==> src/rtl/mem_access_unit_if.sv <==
// Data-memory req/ack bus between the load/store stage (master) and memory (slave).
interface mem_access_unit_if;
    logic        bus_req;
    logic        bus_we;
    logic [31:0] bus_addr;
    logic [3:0]  bus_be;
    logic [31:0] bus_wdata;
    logic [31:0] bus_rdata;
    logic        bus_ack;

    modport master (
        output bus_req, bus_we, bus_addr, bus_be, bus_wdata,
        input  bus_rdata, bus_ack
    );

    modport slave (
        input  bus_req, bus_we, bus_addr, bus_be, bus_wdata,
        output bus_rdata, bus_ack
    );
endinterface

==> src/rtl/mem_access_unit.sv <==
// Load/store stage: runs one req/ack data-memory transaction per accepted request,
// aligning and extending load data and flagging misaligned, illegal and timed-out accesses.
module mem_access_unit #(
    parameter int unsigned TIMEOUT = 256,
    parameter int unsigned CNT_W   = 9
) (
    input  logic        clk,
    input  logic        rst_n,
    input  logic        start,
    input  logic        mem_read,
    input  logic        mem_write,
    input  logic [1:0]  size,
    input  logic        load_unsigned,
    input  logic [31:0] alu_result,
    input  logic [31:0] store_data,
    output logic        ready,
    output logic        done,
    output logic        err,
    output logic [1:0]  err_type,
    output logic [31:0] load_data,
    mem_access_unit_if.master bus
);

    typedef enum logic [1:0] {
        IDLE = 2'd0,
        BUS  = 2'd1,
        RESP = 2'd2
    } state_t;

    state_t           state_q, state_d;
    logic [1:0]       addr_lo_q;
    logic [1:0]       size_q;
    logic             rd_q;
    logic             lu_q;
    logic [CNT_W-1:0] cnt_q;
    logic             err_q;
    logic [1:0]       etype_q;

    logic             illegal, misaligned, noop, timeout_hit;
    logic [3:0]       be_d;
    logic [31:0]      wdata_d;
    logic [7:0]       lane;
    logic [15:0]      half;
    logic [31:0]      rdata_ext;

    // Checks are prioritised: illegal control, then misalignment, then no-op.
    assign illegal     = (mem_read & mem_write) | ((size == 2'b11) & (mem_read | mem_write));
    assign misaligned  = ((size == 2'b01) & alu_result[0]) |
                         ((size == 2'b10) & (alu_result[1:0] != 2'b00));
    assign noop        = ~mem_read & ~mem_write;
    assign timeout_hit = (cnt_q == CNT_W'(TIMEOUT - 1));

    always_comb begin
        be_d    = 4'b1111;
        wdata_d = store_data;
        case (size)
            2'b00: begin
                be_d    = 4'b0001 << alu_result[1:0];
                wdata_d = {4{store_data[7:0]}};
            end
            2'b01: begin
                be_d    = alu_result[1] ? 4'b1100 : 4'b0011;
                wdata_d = {2{store_data[15:0]}};
            end
            default: ;
        endcase
    end

    always_comb begin
        lane = 8'(bus.bus_rdata >> {addr_lo_q, 3'b000});
        half = addr_lo_q[1] ? bus.bus_rdata[31:16] : bus.bus_rdata[15:0];
        case (size_q)
            2'b00:   rdata_ext = {{24{~lu_q & lane[7]}}, lane};
            2'b01:   rdata_ext = {{16{~lu_q & half[15]}}, half};
            default: rdata_ext = bus.bus_rdata;
        endcase
    end

    always_ff @(posedge clk or negedge rst_n) begin
        if (!rst_n) state_q <= IDLE;
        else        state_q <= state_d;
    end

    always_comb begin
        state_d  = state_q;
        ready    = 1'b0;
        done     = 1'b0;
        err      = 1'b0;
        err_type = 2'b00;
        case (state_q)
            IDLE: begin
                ready = 1'b1;
                if (start) state_d = (illegal | misaligned | noop) ? RESP : BUS;
            end
            BUS: begin
                if (bus.bus_ack || timeout_hit) state_d = RESP;
            end
            RESP: begin
                done     = 1'b1;
                err      = err_q;
                err_type = etype_q;
                state_d  = IDLE;
            end
            default: state_d = IDLE;
        endcase
    end

    always_ff @(posedge clk or negedge rst_n) begin
        if (!rst_n) begin
            addr_lo_q     <= '0;
            size_q        <= '0;
            rd_q          <= 1'b0;
            lu_q          <= 1'b0;
            cnt_q         <= '0;
            err_q         <= 1'b0;
            etype_q       <= '0;
            load_data     <= '0;
            bus.bus_req   <= 1'b0;
            bus.bus_we    <= 1'b0;
            bus.bus_addr  <= '0;
            bus.bus_be    <= '0;
            bus.bus_wdata <= '0;
        end else begin
            case (state_q)
                IDLE: if (start) begin
                    addr_lo_q <= alu_result[1:0];
                    size_q    <= size;
                    rd_q      <= mem_read;
                    lu_q      <= load_unsigned;
                    cnt_q     <= '0;
                    err_q     <= illegal | misaligned;
                    etype_q   <= illegal ? 2'b11 : (misaligned ? 2'b01 : 2'b00);
                    if (!(illegal || misaligned || noop)) begin
                        bus.bus_req   <= 1'b1;
                        bus.bus_we    <= mem_write;
                        bus.bus_addr  <= {alu_result[31:2], 2'b00};
                        bus.bus_be    <= be_d;
                        bus.bus_wdata <= wdata_d;
                    end
                end
                BUS: begin
                    if (bus.bus_ack) begin
                        bus.bus_req <= 1'b0;
                        err_q       <= 1'b0;
                        etype_q     <= 2'b00;
                        if (rd_q) load_data <= rdata_ext;
                    end else if (timeout_hit) begin
                        bus.bus_req <= 1'b0;
                        err_q       <= 1'b1;
                        etype_q     <= 2'b10;
                    end else begin
                        cnt_q <= cnt_q + CNT_W'(1);
                    end
                end
                default: ;
            endcase
        end
    end

endmodule
==> src/flat_wrapper.sv <==
// flat-port wrapper written by rule: the top's interface ports become plain ports
module mem_access_unit_flat 
#(
    parameter int unsigned TIMEOUT = 256,
    parameter int unsigned CNT_W   = 9
)
  (clk, rst_n, start, mem_read, mem_write, size, load_unsigned, alu_result, store_data, ready, done, err, err_type, load_data, bus_bus_req, bus_bus_we, bus_bus_addr, bus_bus_be, bus_bus_wdata, bus_bus_rdata, bus_bus_ack);
  mem_access_unit_if bus_i ();
  input  logic clk;
  input  logic rst_n;
  input  logic start;
  input  logic mem_read;
  input  logic mem_write;
  input  logic [1:0] size;
  input  logic load_unsigned;
  input  logic [31:0] alu_result;
  input  logic [31:0] store_data;
  output logic ready;
  output logic done;
  output logic err;
  output logic [1:0] err_type;
  output logic [31:0] load_data;
  output wire logic [$bits(bus_i.bus_req)-1:0] bus_bus_req;
  output wire logic [$bits(bus_i.bus_we)-1:0] bus_bus_we;
  output wire logic [$bits(bus_i.bus_addr)-1:0] bus_bus_addr;
  output wire logic [$bits(bus_i.bus_be)-1:0] bus_bus_be;
  output wire logic [$bits(bus_i.bus_wdata)-1:0] bus_bus_wdata;
  input wire logic [$bits(bus_i.bus_rdata)-1:0] bus_bus_rdata;
  input wire logic [$bits(bus_i.bus_ack)-1:0] bus_bus_ack;
  assign bus_bus_req = bus_i.bus_req;
  assign bus_bus_we = bus_i.bus_we;
  assign bus_bus_addr = bus_i.bus_addr;
  assign bus_bus_be = bus_i.bus_be;
  assign bus_bus_wdata = bus_i.bus_wdata;
  assign bus_i.bus_rdata = bus_bus_rdata;
  assign bus_i.bus_ack = bus_bus_ack;
  mem_access_unit #(.TIMEOUT(TIMEOUT), .CNT_W(CNT_W)) u_core (.clk(clk), .rst_n(rst_n), .start(start), .mem_read(mem_read), .mem_write(mem_write), .size(size), .load_unsigned(load_unsigned), .alu_result(alu_result), .store_data(store_data), .ready(ready), .done(done), .err(err), .err_type(err_type), .load_data(load_data), .bus(bus_i));
endmodule
==> config.mk <==
export PLATFORM = sky130hd
export DESIGN_NAME = mem_access_unit_flat
export DESIGN_NICKNAME = d
export VERILOG_FILES = /design/src/rtl/mem_access_unit_if.sv /design/src/rtl/mem_access_unit.sv /design/src/flat_wrapper.sv
export SDC_FILE = /design/constraint.sdc
export NUM_CORES = 1
export LEC_CHECK = 0
export BUFFER_PORTS_ARGS = -buffer_cell sky130_fd_sc_hd__buf_2
export CORE_MARGIN = 2
export CORE_UTILIZATION = 50
export CTS_CLUSTER_SIZE = 30
export DETAILED_ROUTE_END_ITERATION = 7
export PLACE_DENSITY = 0.81
export SLEW_MARGIN = 25
export SYNTH_ARGS = -nofsm -noshare
export SYNTH_HDL_FRONTEND = slang
export SYNTH_SLANG_ARGS = --single-unit
==> constraint.sdc <==
create_clock -name clk -period 2.4 [get_ports clk]
set_input_delay 0.36 -clock clk [delete_from_list [all_inputs] [get_ports clk]]
set_output_delay 0.36 -clock clk [all_outputs]
set_load 0.02 [all_outputs]
==> impl_metrics.ini, run 1 <==
[outcome]
run_status = complete, but fails checks
violated_checks = hold timing

[pwr]
peakVddDrop_v = 0.000914
total_power_mw = 9.38
cellLeakagePower_nw = 3.68
power_density_nw_per_um2 = 1250

[worst_setup_path]
critical_path.endpoint_type = register
worst-path-max-fanout = 5
worstPathArrival_ns = 2.64
timing.setup.critical_path_class = reg2reg
timing.critical_path.from_type = register
timing.critical_path.required_ns = 2.74

[sta]
layout_worst_path_cycle_share_pct = 95.6
clock_skew_ns = 0.00527
final_count_of_hold_timing_violations = 17
max-slew-margin-rel_pct = 55.4
worstMarginPinSlew_ns = 0.668
max_clock_freq_mhz = 436
holdWs_ns = -0.0175
finalMaxSlewViolations = 0
tmin_final_ns = 2.30
setup_viol = 0

[clocking]
cts_inserted_buffers = 17
cts_root_buffer = sky130_fd_sc_hd__clkbuf_16
cts_tree = built
insertion_delay_ns = 0.41
tritoncts_num_sinks = 120
path_clk_slew_ns = 0.05
clockBufferDepth = 2
cts_h_tree_lvls = 4

[die]
start_util_pct = 50.6
ios = 212
die_width_um = 111
design.core.area_um2 = 11300
fp.dieArea_um2 = 12300
fp-row-count = 39
vertical_die_dimension_um = 111

[logic_synthesis]
yosysWarningCount = 0
postSynth.asyncResetShare_pct = 100
library_cell_occupying_the_most_area_in_the_post_synthesis_netlist = sky130_fd_sc_hd__dfrtp_1
yosys_register_bits = 120
synthesis.instances = 507
ys.flop_type = sky130_fd_sc_hd__dfrtp_1
post-synth-top-area-fraction_pct = 52.4
synth_enable_flop_cells = 0
yosysSeqAreaShare_pct = 52.4
synth_area_um2 = 5730
ys_top_cells_by_area = sky130_fd_sc_hd__dfrtp_1, sky130_fd_sc_hd__mux2_2, sky130_fd_sc_hd__mux2_1, sky130_fd_sc_hd__mux2i_1, sky130_fd_sc_hd__nand2_1
synthesized_area_per_cell_um2 = 11.3
number_of_different_library_cells_in_the_post_synthesis_netlist = 50

[global_route]
grt_pass1_wl_mm = 24.0
grt_antenna_before_repair = 1
largest_net_degree_at_the_start_of_global_routing = 68
vias_in_the_first_global_route = 4963
globalRouteTotalUtil_pct = 24.4
globalRoute.totalOverflow = 0

[route]
first_drt_pass_iteration_count = 4
vias = 4727
drt_iter0_drc = 272
drc = 0
post_drt_via_cell_ratio = 5.43
drtAntennaViolNets = 0
finalWirelength_mm = 14.8
drt-wirelength-per-cell_um = 17.0

[final_layout]
syn2layout_area_growth_pct = 30.7
drive_above_1_share_pct = 44.2
mostFrequentLayoutCells = sky130_fd_sc_hd__buf_2, sky130_fd_sc_hd__dfrtp_1, sky130_fd_sc_hd__nand2_1, sky130_fd_sc_hd__mux2_2, sky130_fd_sc_hd__nor2_1
final_common_cell = sky130_fd_sc_hd__buf_2
final_nets = 821
multi_input_logic_area_um2 = 2510
n_antenna_cell = 0
final.fill_count = 854
layout.core_utilization_pct = 66.1
regArea_um2 = 3000

[worst_hold_path]
min_path_type = in2async

[placement]
gpl.final_weighted_congestion = 0.893
dp.final_hpwl_mm = 10.6
io_buffer_count = 209

[job]
max-cap-violations = 0
==> cells by family after synthesis <==
family / after synthesis / synth area share (%)
buffers and inverters: 43 / 4.35
other: 1 / 0.0655
xor gates and xnor gates: 6 / 0.917
DFF: 120 / 52.4
AOI/OAI and AO/OA: 90 / 10.2
adders and majority gates: 2 / 0.437
and+or+nand+nor: 138 / 11.1
muxes: 107 / 20.5
==> final timing paths <==
kind | start | endpoint | slack (ns) | cells past startpoint
min in group clk | alu_result[7] | u_core.bus.bus_addr[7] | 0.16 | 2
max | u_core.cnt_q[0] | u_core.cnt_q[3] | 0.10 | 7
min reg2reg | u_core.etype_q[0] | u_core.etype_q[0] | 0.48 | 2
max reg2reg | u_core.cnt_q[0] | u_core.cnt_q[3] | 0.10 | 7
max in group asynchronous | rst_n | u_core.bus.bus_wdata[22] | 1.71 | 2
min | rst_n | u_core.state_q[0] | -0.02 | 1
==> critical path: stages, from the launching register on <==
cell and delay (ns):
sky130_fd_sc_hd__dfrtp_1 0.42, sky130_fd_sc_hd__ha_1 0.25, sky130_fd_sc_hd__nand3_2 0.12, sky130_fd_sc_hd__nor3_1 0.07
sky130_fd_sc_hd__ha_1 0.23, sky130_fd_sc_hd__or4b_4 0.58, sky130_fd_sc_hd__or3_1 0.41, sky130_fd_sc_hd__a21oi_2 0.14
==> cells in the mapped netlist (2+ instances only) <==
cell,instances
sky130_fd_sc_hd__dfrtp_1,120
sky130_fd_sc_hd__nand2_1,63
sky130_fd_sc_hd__mux2_2,53
sky130_fd_sc_hd__nor2_1,34
sky130_fd_sc_hd__a21oi_1,29
sky130_fd_sc_hd__mux2_1,29
sky130_fd_sc_hd__o21ai_0,28
sky130_fd_sc_hd__mux2i_1,25
sky130_fd_sc_hd__clkbuf_1,14
sky130_fd_sc_hd__and3_1,11
sky130_fd_sc_hd__buf_2,10
sky130_fd_sc_hd__a221o_1,7
sky130_fd_sc_hd__buf_6,7
sky130_fd_sc_hd__o32ai_1,7
sky130_fd_sc_hd__buf_4,6
sky130_fd_sc_hd__inv_1,6
sky130_fd_sc_hd__nand3_1,6
sky130_fd_sc_hd__xnor2_1,4
sky130_fd_sc_hd__a211oi_2,3
sky130_fd_sc_hd__a21o_1,3
sky130_fd_sc_hd__nor2b_1,3
sky130_fd_sc_hd__nor3b_1,3
sky130_fd_sc_hd__ha_1,2
sky130_fd_sc_hd__nand2b_1,2
sky130_fd_sc_hd__nor2_2,2
sky130_fd_sc_hd__nor3_1,2
sky130_fd_sc_hd__o21bai_1,2
sky130_fd_sc_hd__or3_1,2
sky130_fd_sc_hd__or3b_2,2
sky130_fd_sc_hd__xor2_1,2
==> through the flow <==
step                setup TNS [ns]  instance area (um2)  std cells  worst slack, ns
detailed placement               0                 6870        837           0.0340
floorplan                        0                 5730        508            0.246
global placement                 0                 6870        837            0.126
finish                           0                 7490        870            0.105
global route             -0.000745                 7490        870        -0.000745
CTS                              0                 7470        869            0.118
==> final cells by class <==
cell class                      count  share of cell area, %
Tap cell                          143                   2.39
Sequential cell                   120                   40.1
Multi-Input combinational cell    346                   33.5
Clock inverter                      7                   1.20
Timing Repair Buffer              223                   15.7
Clock buffer                       25                   6.75
Inverter                            6                  0.301
==> routing by layer <==
metal  GRT usage, %  part of all wire, %  vias up
met5              0                0.088        -
met4           9.14                  2.1        2
met3           9.62                  9.1       29
met2           40.2                   49      211
met1           29.2                   40     2275
li1               -                    -     2210
==> state kept, by name, indices dropped and copies added (netlist names) <==
name / cells
u_core.rd_q: 1
u_core.addr_lo_q: 2
u_core.bus.bus_addr: 30
u_core.etype_q: 2
u_core.state_q: 2
u_core.bus.bus_req: 1
u_core.cnt_q: 9
u_core.lu_q: 1
u_core.bus.bus_be: 4
u_core.bus.bus_wdata: 32
u_core.size_q: 2
u_core.load_data: 32
u_core.err_q: 1
u_core.bus.bus_we: 1
==> where the power goes <==
part	total (mW)	internal, mW	leakage [nW]	switching, mW
logic	3.45	1.35	1.92	2.10
registers	3.39	2.87	1.47	0.523
clock network	2.54	1.66	0.289	0.881
==> repair_timing <==
item	CTS	global route
buffers inserted	0	0
pin swaps	0	1
endpoints found under the setup margin	1	3
hold buffers	0	0
cloned	0	1
resized for setup	1	2
Note: power is estimated with default switching activity, not from simulation.
==> run 2: changes to the inputs <==
--- a/config.mk
+++ b/config.mk
@@ -6,6 +6,7 @@
 export NUM_CORES = 1
 export LEC_CHECK = 0
 export BUFFER_PORTS_ARGS = -buffer_cell sky130_fd_sc_hd__buf_2
+export CORE_ASPECT_RATIO = 1.2
 export CORE_MARGIN = 2
 export CORE_UTILIZATION = 50
 export CTS_CLUSTER_SIZE = 30
==> impl_metrics.ini, run 2 (same netlist as run 1, synthesis figures left out) <==
[outcome]
run_status = finished clean

[global_route]
grt_antenna_before_repair = 1
vias_in_the_first_global_route = 4934
largest_net_degree_at_the_start_of_global_routing = 121
grt_pass1_wl_mm = 24.0
globalRouteTotalUtil_pct = 25.0
globalRoute.totalOverflow = 0

[die]
fp-row-count = 42
fp.dieArea_um2 = 12300
ios = 212
vertical_die_dimension_um = 121
die_width_um = 102
start_util_pct = 51.7
design.core.area_um2 = 11100

[final_layout]
largest_registers = u_core.bus.bus_wdata: 32 flops, u_core.load_data: 32 flops, u_core.bus.bus_addr: 30 flops
n_antenna_cell = 0
mostFrequentLayoutCells = sky130_fd_sc_hd__buf_2, sky130_fd_sc_hd__dfrtp_1, sky130_fd_sc_hd__nand2_1, sky130_fd_sc_hd__mux2_2, sky130_fd_sc_hd__nor2_1
regArea_um2 = 3000
drive_above_1_share_pct = 44.7
multi_input_logic_area_um2 = 2500
final_common_cell = sky130_fd_sc_hd__buf_2
final.fill_count = 806
layout.core_utilization_pct = 67.8
syn2layout_area_growth_pct = 31.2
final_nets = 819
fin_area_um2 = 7510

[pwr]
total_power_mw = 9.51
cellLeakagePower_nw = 3.68
power_density_nw_per_um2 = 1270
peakVddDrop_v = 0.000759

[placement]
gpl.final_weighted_congestion = 0.875
io_buffer_count = 209
dp.final_hpwl_mm = 10.8
place_area_um2 = 6870

[route]
drtAntennaViolNets = 0
drt_iter0_drc = 243
post_drt_via_cell_ratio = 5.44
drt-wirelength-per-cell_um = 17.3
vias = 4780
drc = 0
first_drt_pass_iteration_count = 4
finalWirelength_mm = 15.2

[sta]
max-slew-margin-rel_pct = 55.6
final_count_of_hold_timing_violations = 0
tmin_final_ns = 2.30
clock_skew_ns = 0.00903
finalMaxSlewViolations = 0
max_clock_freq_mhz = 435
setup_viol = 0
worstMarginPinSlew_ns = 0.667
layout_worst_path_cycle_share_pct = 95.9

[clocking]
insertion_delay_ns = 0.41
cts_hold_repair.buffers = 0
tritoncts_num_sinks = 120
cts_root_buffer = sky130_fd_sc_hd__clkbuf_16
post_cts_gate_resize_count = 1
cts_tree = built
postCtsSetupRepairBufs = 0
cts_h_tree_lvls = 4
cts_inserted_buffers = 17
clockBufferDepth = 2
path_clk_slew_ns = 0.06

[worst_setup_path]
worst-path-max-fanout = 9
worstPathArrival_ns = 2.57
timing.critical_path.from_type = register
timing.critical_path.from = u_core.cnt_q[0]
worst_path_largest_cell_delay_ns = 0.56
r2r-start = u_core.cnt_q[0]
cpMaxStageDelayCell = sky130_fd_sc_hd__or4b_4
timing.critical_path.required_ns = 2.67
setup.reg_to_reg.worst_slack_ns = 0.1
critical_path.endpoint_type = register
rr_worst_depth = 8
timing.setup.critical_path_class = reg2reg
cell_chain_critical_path = ha_1 -> nand3_1 -> nor3_2 -> ha_2 -> or4b_4 -> a211oi_2 -> xnor2_1 -> nor2_1
r2r_end = u_core.cnt_q[6]

[job]
max-cap-violations = 0

[worst_hold_path]
min_path_type = in2async
run 2: cell types whose count changed in the layout (fill, tap and decap cells not counted), moves of 2 or more:
cell / previous run / this run
sky130_fd_sc_hd__clkinv_2: 3 / 1
sky130_fd_sc_hd__inv_6: 0 / 2
sky130_fd_sc_hd__clkbuf_8: 5 / 2
sky130_fd_sc_hd__clkbuf_1: 3 / 0
sky130_fd_sc_hd__clkinv_4: 0 / 4
run 2: worst max path at each step:
stage | to | cells after the start | slack [ns]
2_1_floorplan | u_core.cnt_q[5] | 9 | 0.25
3_3_place_gp | u_core.cnt_q[6] | 8 | 0.09
3_5_place_dp | u_core.cnt_q[6] | 8 | -0.003
4_1_cts | u_core.cnt_q[3] | 7 | 0.09
5_1_grt | u_core.etype_q[1] | 9 | -0.007
6_report | u_core.cnt_q[6] | 8 | 0.1
run 2: power breakdown:
group	total (mW)	internal, mW	switching (mW)
Sequential	3.38	2.87	0.507
Clock	2.66	1.70	0.957
Combinational	3.47	1.35	2.12
run 2: routing by layer:
layer | global-route usage, % | up-vias | wire (um)
met5 | 0 | - | 0
met4 | 8.70 | 0 | 317
met1 | 28.8 | 2313 | 5770
met2 | 43.1 | 236 | 7830
met3 | 8.35 | 28 | 1330
li1 | - | 2203 | -
run 2: critical path, delay by kind of cell (launching register included):
kind | cells | cell delay [ns]
adder cells (fa/ha/maj) | 2 | 0.43
AND/OR/NAND/NOR | 4 | 0.85
flip-flops | 1 | 0.43
AO/OA/AOI/OAI | 1 | 0.29
XOR/XNOR | 1 | 0.15
run 2: final cells by class:
class,instances,share of cell area (%)
clock buffer,19,6.03
clock inverter,13,2.26
inverter,6,0.300
multi-input combinational,345,33.3
sequential,120,40.0
tap,154,2.56
timing repair buffer,222,15.6
run 2: stage by stage:
step	setup TNS [ns]	instances	setup slack, ns	hold slack (ns)
2_1_floorplan	0	508	0.246	0.0644
3_3_place_gp	0	847	0.0901	0.457
3_5_place_dp	-0.00260	847	-0.00260	0.464
4_1_cts	0	879	0.0922	0.0746
5_1_grt	-0.00658	879	-0.00658	0.0984
6_report	0	879	0.0995	0.00555
